File: src/rtl/dma_pkg.sv
// Shared types and defaults for the mem_copy_dma bus initiator.
package dma_pkg;

  localparam int unsigned DMA_ADDR_W    = 7;
  localparam int unsigned DMA_DATA_W    = 8;
  localparam int unsigned DMA_SRAM_BASE = 32'h40;

  typedef enum logic [2:0] {
    IDLE,
    CHECK,
    RD,
    WR,
    DONE
  } dma_state_t;

endpackage

File: src/rtl/dma_beat_counter.sv
// Beat index for a copy, with source/destination address generation and the terminal-beat flag.
module dma_beat_counter
  import dma_pkg::*;
#(
  parameter int unsigned ADDR_W = DMA_ADDR_W
) (
  input  logic              clk,
  input  logic              rst_n,
  input  logic              clear,
  input  logic              inc,
  input  logic [ADDR_W-1:0] src_base,
  input  logic [ADDR_W-1:0] dst_base,
  input  logic [ADDR_W:0]   len,
  output logic [ADDR_W-1:0] src_cur_c,
  output logic [ADDR_W-1:0] dst_cur_c,
  output logic [ADDR_W-1:0] src_next_c,
  output logic              last_c
);

  logic [ADDR_W:0] idx;
  logic [ADDR_W:0] idx_inc;

  assign idx_inc = idx + (ADDR_W+1)'(1);

  always_ff @(posedge clk or negedge rst_n) begin
    if (!rst_n) begin
      idx <= '0;
    end else if (clear) begin
      idx <= '0;
    end else if (inc) begin
      idx <= idx_inc;
    end
  end

  // Addresses wrap modulo the map size; the range check upstream keeps dst from wrapping.
  assign src_cur_c  = src_base + idx[ADDR_W-1:0];
  assign dst_cur_c  = dst_base + idx[ADDR_W-1:0];
  assign src_next_c = src_base + idx_inc[ADDR_W-1:0];
  assign last_c     = (idx_inc == len);

endmodule

File: src/rtl/mem_copy_dma.sv
// Single-master memory copy engine: one byte per RD/WR pair, range-checked destination, running checksum.
module mem_copy_dma
  import dma_pkg::*;
#(
  parameter int unsigned ADDR_W    = DMA_ADDR_W,
  parameter int unsigned DATA_W    = DMA_DATA_W,
  parameter int unsigned SRAM_BASE = DMA_SRAM_BASE
) (
  input  logic              clk,
  input  logic              rst_n,
  input  logic              start,
  input  logic [ADDR_W-1:0] src_addr,
  input  logic [ADDR_W-1:0] dst_addr,
  input  logic [ADDR_W:0]   len,
  output logic              busy,
  output logic              done,
  output logic              err,
  output logic [DATA_W-1:0] checksum,
  output logic [ADDR_W-1:0] mem_addr,
  output logic              mem_we,
  output logic [DATA_W-1:0] mem_wdata,
  input  logic [DATA_W-1:0] mem_rdata
);

  localparam int unsigned EXT_W = ADDR_W + 2;

  dma_state_t        state;
  logic [ADDR_W-1:0] src_q;
  logic [ADDR_W-1:0] dst_q;
  logic [ADDR_W:0]   len_q;
  logic [DATA_W-1:0] rd_buf;

  logic              accept_c;
  logic              beat_inc_c;
  logic [ADDR_W-1:0] src_cur_c;
  logic [ADDR_W-1:0] dst_cur_c;
  logic [ADDR_W-1:0] src_next_c;
  logic              last_c;
  logic [EXT_W-1:0]  dst_end_c;
  logic              range_bad_c;

  assign accept_c   = (state == IDLE) && start;
  assign beat_inc_c = (state == WR);

  dma_beat_counter #(
    .ADDR_W (ADDR_W)
  ) u_beat (
    .clk        (clk),
    .rst_n      (rst_n),
    .clear      (accept_c),
    .inc        (beat_inc_c),
    .src_base   (src_q),
    .dst_base   (dst_q),
    .len        (len_q),
    .src_cur_c  (src_cur_c),
    .dst_cur_c  (dst_cur_c),
    .src_next_c (src_next_c),
    .last_c     (last_c)
  );

  // Widened so dst+len-1 past the top of the map is seen rather than wrapped.
  assign dst_end_c   = EXT_W'(dst_q) + EXT_W'(len_q) - EXT_W'(1);
  assign range_bad_c = (EXT_W'(dst_q) < EXT_W'(SRAM_BASE)) ||
                       (dst_end_c > EXT_W'((2 ** ADDR_W) - 1));

  // Outputs are loaded for the state being entered, so they are valid throughout that state.
  always_ff @(posedge clk or negedge rst_n) begin
    if (!rst_n) begin
      state     <= IDLE;
      src_q     <= '0;
      dst_q     <= '0;
      len_q     <= '0;
      rd_buf    <= '0;
      busy      <= 1'b0;
      done      <= 1'b0;
      err       <= 1'b0;
      checksum  <= '0;
      mem_addr  <= '0;
      mem_we    <= 1'b0;
      mem_wdata <= '0;
    end else begin
      done   <= 1'b0;
      mem_we <= 1'b0;
      unique case (state)
        IDLE: begin
          if (start) begin
            src_q    <= src_addr;
            dst_q    <= dst_addr;
            len_q    <= len;
            err      <= 1'b0;
            checksum <= '0;
            busy     <= 1'b1;
            state    <= CHECK;
          end
        end
        CHECK: begin
          if (len_q == '0) begin
            busy  <= 1'b0;
            done  <= 1'b1;
            state <= DONE;
          end else if (range_bad_c) begin
            err   <= 1'b1;
            busy  <= 1'b0;
            done  <= 1'b1;
            state <= DONE;
          end else begin
            mem_addr <= src_cur_c;
            state    <= RD;
          end
        end
        RD: begin
          rd_buf    <= mem_rdata;
          mem_wdata <= mem_rdata;
          mem_addr  <= dst_cur_c;
          mem_we    <= 1'b1;
          state     <= WR;
        end
        WR: begin
          checksum <= checksum + rd_buf;
          if (last_c) begin
            busy  <= 1'b0;
            done  <= 1'b1;
            state <= DONE;
          end else begin
            mem_addr <= src_next_c;
            state    <= RD;
          end
        end
        DONE: begin
          state <= IDLE;
        end
        default: begin
          busy  <= 1'b0;
          state <= IDLE;
        end
      endcase
    end
  end

endmodule
File: config.mk
export PLATFORM = sky130hd
export DESIGN_NAME = mem_copy_dma
export DESIGN_NICKNAME = d
export VERILOG_FILES = /design/src/rtl/dma_pkg.sv /design/src/rtl/dma_beat_counter.sv /design/src/rtl/mem_copy_dma.sv
export SDC_FILE = /design/constraint.sdc
export NUM_CORES = 1
export LEC_CHECK = 0
export ABC_AREA = 0
export CORE_AREA = 2 2 92 94
export CTS_BUF_LIST = sky130_fd_sc_hd__clkbuf_8
export CTS_CLUSTER_DIAMETER = 150
export DETAILED_ROUTE_END_ITERATION = 10
export DIE_AREA = 0 0 94 96
export PLACE_DENSITY = 0.8
export SLEW_MARGIN = 10
export SYNTH_ARGS = -nofsm -noshare
export SYNTH_HDL_FRONTEND = slang
export SYNTH_SLANG_ARGS = --single-unit
export TNS_END_PERCENT = 30
File: constraint.sdc
create_clock -name clk -period 3.55 [get_ports clk]
set_clock_uncertainty 0.1 [all_clocks]
set_input_delay 0.71 -clock clk [delete_from_list [all_inputs] [get_ports clk]]
set_output_delay 0.71 -clock clk [all_outputs]
set_load 0.02 [all_outputs]
== Word level (Yosys, flattened, before mapping) ==
Index checks and enable logic that the tools add are counted.
Widths: inputs -> output; s select.

* Register bits: 60
* Bits in latches: 0
* RAM bits: 0
* Bits in read-only memories: 0
* Input port bits: 33
* Logic and storage cells: 75
* Memories kept: 0

* $add $sub $neg: 7
* $mul: 0
* Div/mod/pow operators: 0
* Order comparisons: 2
* Eq/ne operators: 12
* Shift-type cells: 0
* Mux-type cells: 27
* Bitwise gates (word level): 1
* Reductions and logical operators: 14

{| class="wikitable"
|+ Operator list
! operator !! number
|-
| $mux 8 || 3
|-
| $add 7x7->7 || 3
|-
| $mux 7 || 3
|-
| $pmux 7 s3 || 1
|-
| $pmux 8 s2 || 1
|-
| $mux 3 || 4
|-
| $pmux 3 s4 || 1
|-
| $reduce_and 4->1 || 3
|-
| $mux 1 || 11
|-
| $ne 2x2->1 const B || 5
|-
| $add 7x8->9 || 1
|-
| $gt 9x7->1 const B || 1
|-
| $sub 9x1->9 const B || 1
|-
| $add 8x1->8 const B || 1
|-
| $add 8x8->8 || 1
|-
| $eq 8x8->1 || 1
|-
| $logic_not 8->1 || 1
|-
| $lt 7x7->1 const B || 1
|-
| $eq 3x2->1 const B || 2
|-
| $reduce_bool 2->1 || 3
|-
| $pmux 1 s2 || 2
|-
| $pmux 1 s4 || 1
|-
| $reduce_and 2->1 || 2
|-
| $eq 3x1->1 const B || 1
|-
| other kinds (9) || 9
|}

== Longest topological paths before layout ==
Gate-level depths: netlist (run 1).

* Depth after elaboration: 7
* Mapped depth: 12
* Mapped depth without buffers: 12

== Hierarchy ==
From an unflattened synthesis (run 1), not the netlist that was laid out.

* Cells, all modules: 421
* Area total of the unflattened synthesis: 4215.3 µm²

{| class="wikitable"
|+ By module, submodules not included
! module !! times used !! cells an instance !! area each (µm²)
|-
| mem_copy_dma || 1 || 277 || 2910.3
|-
| dma_beat_counter || 1 || 144 || 1305.0
|}

== Worst setup path before layout (run 1) ==
No wires, ideal clock.

* Path type: register to register
* Start: reg state[2]
* End: reg mem_addr[6]
* Arrival: 2550 ps
* Data required time: 3325 ps
* Path slack: 775 ps
* Cell stages (with the launch flop): 12
* Path buffers: 0
* Path through: dfrtp_1 nand3b_1 xnor2_1 ha_1 fa_1 a21o_1 a21oi_1 o21bai_1 a21oi_1 xnor2_1 mux2i_1 mux2_2

* Cells in the longest elaborated chain, start to end: 3
* Elaborated cells on any way between the ends: 9

{| class="wikitable"
|+ Ends and longest elaborated chain
! item !! line !! RTL
|-
| start, declared || mem_copy_dma.sv:27 || <nowiki>dma_state_t state;</nowiki>
|-
| start signal, assigned || mem_copy_dma.sv:69 || <nowiki>state <= IDLE;</nowiki>
|-
| start signal, assigned || mem_copy_dma.sv:93 || <nowiki>state <= CHECK;</nowiki>
|-
| start signal, assigned || mem_copy_dma.sv:100 || <nowiki>state <= DONE;</nowiki>
|-
| $eq 3x1->1 / $eq 3x2->1 (equally long branches) || mem_copy_dma.sv:84 || <nowiki>unique case (state)</nowiki>
|-
| $ne 2x2->1 (no source line) / $reduce_bool 3->1 (equally long branches) || -- ||
|-
| $reduce_and 4->1 (no source line) || -- ||
|-
| end signal, assigned || mem_copy_dma.sv:107 || <nowiki>mem_addr <= src_cur_c;</nowiki>
|-
| end signal, assigned || mem_copy_dma.sv:114 || <nowiki>mem_addr <= dst_cur_c;</nowiki>
|-
| end signal, assigned || mem_copy_dma.sv:125 || <nowiki>mem_addr <= src_next_c;</nowiki>
|-
| end, declared || mem_copy_dma.sv:19 || <nowiki>output logic [ADDR_W-1:0] mem_addr,</nowiki>
|}

Parallel ways exist; a longest one is shown, timed or not.
A chain may end at the register's enable or synchronous reset.

== Worst setup path after layout (run 1) ==
Ends and elaborated chain as after synthesis.

==> results.json, run 1 <==
{
  "gp_congestion": 0.833,
  "cts_hold_buf": 0,
  "startpoint_type": "register",
  "ys_ff_latch": 60,
  "synth_area_um2": 3600,
  "min_path_type": "in2async",
  "relSlewSlack": 0.442,
  "start_util": 0.447,
  "clock-sinks": 60,
  "final-max-slew-violation-count": 0,
  "die_x_um": 94,
  "dp.final_hpwl_um": 6000,
  "wirelength_um": 7800,
  "grt_pass1_wl_um": 13600,
  "r2r_cells": 11,
  "vias": 2735,
  "layout-drive-gt1-share": 0.122,
  "die_y_um": 96,
  "post_cts_buffers": 0,
  "final.period_utilization": 0.834,
  "p_per_area_nw_per_um2": 976,
  "path_max_fanout": 9,
  "yosys.area.top_type_share": 0.417,
  "r2r_slack_ns": 0.59,
  "htree_levels": 3,
  "core_um2": 8050,
  "grt_setup_unrepaired": "no",
  "clockBufferDepth": 2,
  "setup_viol": 0,
  "met2_length_um": 3740,
  "synth_flop_cell": "dfrtp_1",
  "async_flop_share": 1.00,
  "max-cap-violations": 0,
  "stdcell_count": 530,
  "grt_max_degree": 39,
  "worst_pin_slew_ns": 0.837,
  "drt_iter0_drc": 54,
  "insertion_delay_ns": 0.34,
  "synthCells": 352,
  "nets": 492,
  "fin_area_um2": 4510,
  "drtAntennaViolNets": 0,
  "min_period_ns": 2.96,
  "grt_util_all_layers": 0.196,
  "startpoint": "state[2]$_DFFE_PN0N_",
  "synth_fp_nets": 423,
  "cts_inserted_buffers": 9,
  "whs_ns": 0.367,
  "cts_root_buf": "clkbuf_8",
  "p_leak_nw": 2.08,
  "yosysTopAreaCell": "dfrtp_1",
  "antenna_cells": 0,
  "cp_data_required_time_ns": 3.68,
  "syn2layout_area_growth_pct": 25.4,
  "ir_drop_uv": 403,
  "synthTopCellsByArea": "dfrtp_1 42%, ha_1 12%, mux2_2 7.2%",
  "num_io_pins": 60,
  "critPathKind": "reg2reg",
  "fp-row-count": 33,
  "nFillCells": 713,
  "yosys-top-cells-count": "60 x dfrtp_1, 38 x inv_1, 35 x nand2_1, 34 x ha_1, 28 x o21ai_0",
  "place_area_um2": 4350,
  "r2r_start": "state[2]$_DFFE_PN0N_",
  "max_freq_ghz": 0.338,
  "critPathCaptureType": "register",
  "io_buffers": 59,
  "dr_wl_met3_um": 413,
  "worstPathArrival_ns": 3.10,
  "synth.avg_cell_area_um2": 10.2,
  "wl_met1_um": 3490,
  "grt_pass1_vias": 2887,
  "synth-seq-area-share": 0.417,
  "die-area_um2": 9020,
  "drcViolationCount": 0,
  "clk_pin_slew_ns": 0.07,
  "cts_tree": "built",
  "antenna_found_initial": 0,
  "drtPass1Iterations": 4,
  "synth_most_common_cell": "dfrtp_1",
  "status": "completed",
  "endpoint": "mem_addr[6]$_DFFE_PN0P_",
  "top_layer": "met4",
  "overflow": 0,
  "dp.cells": 515,
  "drt-vias-per-instance": 5.16,
  "cts_resized": 0,
  "fin_setup_tns_ns": 0,
  "synth_edf_count": 0,
  "ys_warn_count": 0,
  "rr_endpoint": "mem_addr[6]$_DFFE_PN0P_",
  "synth.distinct_cells": 43,
  "hold_viol": 0,
  "drt-wirelength-per-cell_um": 14.7,
  "fin_util": 0.561
}
-- cells in the final DEF, fill, tap and decap left out, types with 2 or more instances in the layout --
cell and instances:
a21o_1 6, a21oi_1 16, a22o_1 2, and2_1 6, buf_4 6, clkbuf_8 11, clkdlybuf4s50_1 58, clkinv_2 2
dfrtp_1 60, fa_1 4, ha_1 34, inv_1 40, mux2_2 23, mux2i_1 3, nand2_1 35, nand3_1 3
nand3b_1 2, nor2_1 14, nor3_1 2, nor4_1 3, o211ai_1 3, o21ai_0 28, o21bai_1 5, xnor2_1 25
xor2_1 14
-- power by group --
| part | switching, mW | leakage (nW) | internal (mW) |
|---|---|---|---|
| Sequential | 0.283 | 0.745 | 0.998 |
| Combinational | 1.32 | 1.24 | 1.26 |
| Clock | 0.261 | 0.0976 | 0.280 |
| Total | 1.87 | 2.08 | 2.54 |
-- cell families after synthesis --
| logic type | count (synthesis) | synth area share |
|---|---|---|
| compound gates | 69 | 0.116 |
| mux | 26 | 0.0803 |
| xor+xnor | 39 | 0.0949 |
| fa+ha+maj | 38 | 0.140 |
| flops | 60 | 0.417 |
| buf+inv | 45 | 0.0476 |
| simple gates | 75 | 0.104 |
-- layout make-up --
cell class,instances,area (um^2),area share
multi-input combinational,247,1940,0.430
sequential,60,1500,0.333
timing repair buffer,65,631,0.140
clock buffer,11,151,0.0335
inverter,38,143,0.0316
tap,105,131,0.0291
clock inverter,4,17.5,0.00388
-- per-stage QoR --
step	setup slack (ns)	total power, mW
after floorplan	0.775	3.06
after global placement	0.725	3.75
after detailed placement	0.598	3.87
after CTS	0.597	4.43
after global routing	0.385	4.80
final	0.589	4.41
-- critical path: stages (launching register included) --
cell	delay, ns
dfrtp_1	0.46
nand3b_1	0.23
xnor2_1	0.17
ha_1	0.22
fa_1	0.42
a21o_1	0.18
a21oi_1	0.21
o21bai_1	0.09
a21oi_1	0.20
xnor2_1	0.17
mux2i_1	0.11
mux2_2	0.29
-- layer usage --
metal,GRT usage,up-vias
met2,0.337,76
met3,0.0509,14
met1,0.236,1320
li1,-,1325
met5,0,-
met4,0.0785,0
-- worst min path at each step --
stage | endpoint | cells after the start | start | slack (ns)
global route | checksum[4]$_DFFE_PN0P_ | 1 | rst_n | 0.43
global placement | mem_addr[5]$_DFFE_PN0P_ | 1 | mem_addr[5]$_DFFE_PN0P_ | 0.39
floorplan | busy$_DFFE_PN0P_ | 0 | rst_n | 0.31
finish | rd_buf[1]$_DFFE_PN0P_ | 1 | rst_n | 0.37
detailed placement | mem_addr[5]$_DFFE_PN0P_ | 1 | mem_addr[5]$_DFFE_PN0P_ | 0.39
CTS | checksum[5]$_DFFE_PN0P_ | 1 | rst_n | 0.39
-- state kept, by name, indices dropped and copies added, names as in the netlist --
name / flops
checksum: 8
len_q: 8
rd_buf: 8
u_beat.idx: 8
dst_q: 7
mem_addr: 7
src_q: 7
state: 3
busy: 1
done: 1
err: 1
mem_we: 1
(Power assumes the default switching activity.)
==> run 2: changes to the inputs <==
PLACE_DENSITY = 0.83   (was 0.8)
clock period = 2.65 ns   (was 3.55 ns; I/O delays follow)
==> results.json, run 2 (same netlist as run 1, synthesis figures left out) <==
{
  "layout-drive-gt1-share": 0.200,
  "layout_commonest_cell": "dfrtp_1",
  "worst_pin_slew_ns": 0.726,
  "drcViolationCount": 0,
  "path_max_fanout": 8,
  "grt_setup_unrepaired": "yes",
  "max-cap-violations": 0,
  "vias": 2823,
  "grt_pass1_vias": 2892,
  "die_x_um": 94,
  "drtPass1Iterations": 4,
  "num_io_pins": 60,
  "critPathMostFrequentCell": "ha_4",
  "critPathKind": "reg2reg",
  "fin_setup_tns_ns": -0.0962,
  "drt-vias-per-instance": 5.10,
  "fp-row-count": 33,
  "min_period_ns": 2.68,
  "critPathCaptureType": "register",
  "grt_util_all_layers": 0.201,
  "layout_setup_ws_ns": -0.0303,
  "cts_inserted_buffers": 9,
  "startpoint_type": "register",
  "nFillCells": 679,
  "fin_area_um2": 4840,
  "dp.final_hpwl_um": 6250,
  "cts_hold_buf": 0,
  "max_freq_ghz": 0.373,
  "start_util": 0.447,
  "syn2layout_area_growth_pct": 34.5,
  "htree_levels": 3,
  "cp_data_required_time_ns": 2.78,
  "wirelength_um": 8260,
  "power_mw": 6.63,
  "core_um2": 8050,
  "min_path_type": "in2async",
  "clockBufferDepth": 2,
  "antenna_found_initial": 0,
  "nets": 515,
  "drt-wirelength-per-cell_um": 14.9,
  "drt_iter0_drc": 133,
  "die_y_um": 96,
  "die-area_um2": 9020,
  "slowest_delay_ns": 0.35,
  "setup_viol": 7,
  "place_area_um2": 4490,
  "final_cell_mix": "60 x dfrtp_1, 58 x clkdlybuf4s50_1, 36 x inv_1",
  "overflow": 0,
  "grt_pass1_wl_um": 13700,
  "violations": "setup timing",
  "io_buffers": 59,
  "insertion_delay_ns": 0.36,
  "antenna_cells": 0,
  "drtAntennaViolNets": 0,
  "clk_pin_slew_ns": 0.07,
  "relSlewSlack": 0.516,
  "cts_tree": "built",
  "p_per_area_nw_per_um2": 1370,
  "final.period_utilization": 1.01,
  "r2r_slack_ns": -0.03,
  "clock-sinks": 60,
  "ir_drop_uv": 616,
  "hold_viol": 0,
  "final-max-slew-violation-count": 0,
  "status": "complete, but fails checks",
  "path_cells": "inv_1, ha_4, inv_2, ha_4, fa_2, a21oi_2, o21ai_1, a21oi_1, xor2_1, a31o_2, nand3_4, mux2_4",
  "worstPathArrival_ns": 2.81,
  "p_leak_nw": 2.24,
  "cts_root_buf": "clkbuf_8",
  "gp_congestion": 0.819,
  "cp_slowest_cell": "dfrtp_1",
  "pre_cts_ws_ns": -0.118,
  "grt_max_degree": 33
}
==> run 2: changes by cell type in the layout (fill, tap and decap cells not counted), sizes merged <==
| cell | change |
|---|---|
| bufinv | +3 |
| buf | +23 |
| clkinvlp | +1 |
| inv | -2 |
| clkbuf | -1 |
==> run 2: cell type report <==
cell class | instances | area (um^2) | area share
flip-flops and latches | 60 | 1500 | 0.310
multi-input cells | 247 | 2000 | 0.413
well taps | 105 | 131 | 0.0271
clock buffers | 10 | 138 | 0.0284
clock inverters | 6 | 111 | 0.0230
inverters | 38 | 143 | 0.0295
repair buffers | 88 | 820 | 0.169
==> run 2: repair_timing <==
item / 4_1_cts / 5_1_grt
pin swaps: 7 / 5
buffers inserted: 4 / 2
setup endpoints to repair: 8 / 8
gates resized for setup: 12 / 3
==> run 2: per-stage QoR <==
step	hold slack [ns]	std cells	utilization
final	0.127	554	0.601
after global routing	0.173	554	0.601
after CTS	0.155	552	0.599
after detailed placement	0.398	532	0.558
after floorplan	0.134	352	-
after global placement	0.389	532	0.558
==> run 2: per-layer routing <==
metal,wire length (um),global-route usage,vias to the layer above
met5,0,0,-
met4,207,0.0833,0
met3,476,0.0642,17
met2,4110,0.352,87
met1,3470,0.228,1341
li1,-,-,1378
==> run 2: worst max-delay path: cells and delay by family (launching register included) <==
| family | cells | cell delay [ns] |
|---|---|---|
| muxes | 1 | 0.33 |
| and+or+nand+nor | 1 | 0.14 |
| DFF | 1 | 0.35 |
| xor gates and xnor gates | 1 | 0.16 |
| adders and majority gates | 3 | 0.78 |
| buffers and inverters | 2 | 0.11 |
| AOI/OAI and AO/OA | 4 | 0.59 |
==> run 2: worst paths after layout <==
check,cells past startpoint,endpoint,start
worst max-delay path,12,mem_addr[6]$_DFFE_PN0P_,len_q[1]$_DFFE_PN0P_
worst min-delay path,1,rd_buf[0]$_DFFE_PN0P_,rst_n
worst max register to register,12,mem_addr[6]$_DFFE_PN0P_,len_q[1]$_DFFE_PN0P_
worst min register to register,1,err$_DFFE_PN0P_,err$_DFFE_PN0P_
max in group asynchronous,2,u_beat.idx[1]$_DFFE_PN0P_,rst_n
min in group clk,1,err$_DFFE_PN0P_,err$_DFFE_PN0P_
==> run 2: where the power goes <==
part | switching (mW) | leakage [nW] | internal (mW)
clock network | 0.385 | 0.122 | 0.650
logic | 1.96 | 1.37 | 1.97
registers | 0.328 | 0.745 | 1.34
==> run 3: changes to the inputs <==
CAP_MARGIN = 15   (was unset)
CTS_CLUSTER_DIAMETER = 30   (was 150)
==> results of run 3 <==
No change in the layout: final DEF, timing and power equal those of run 2.
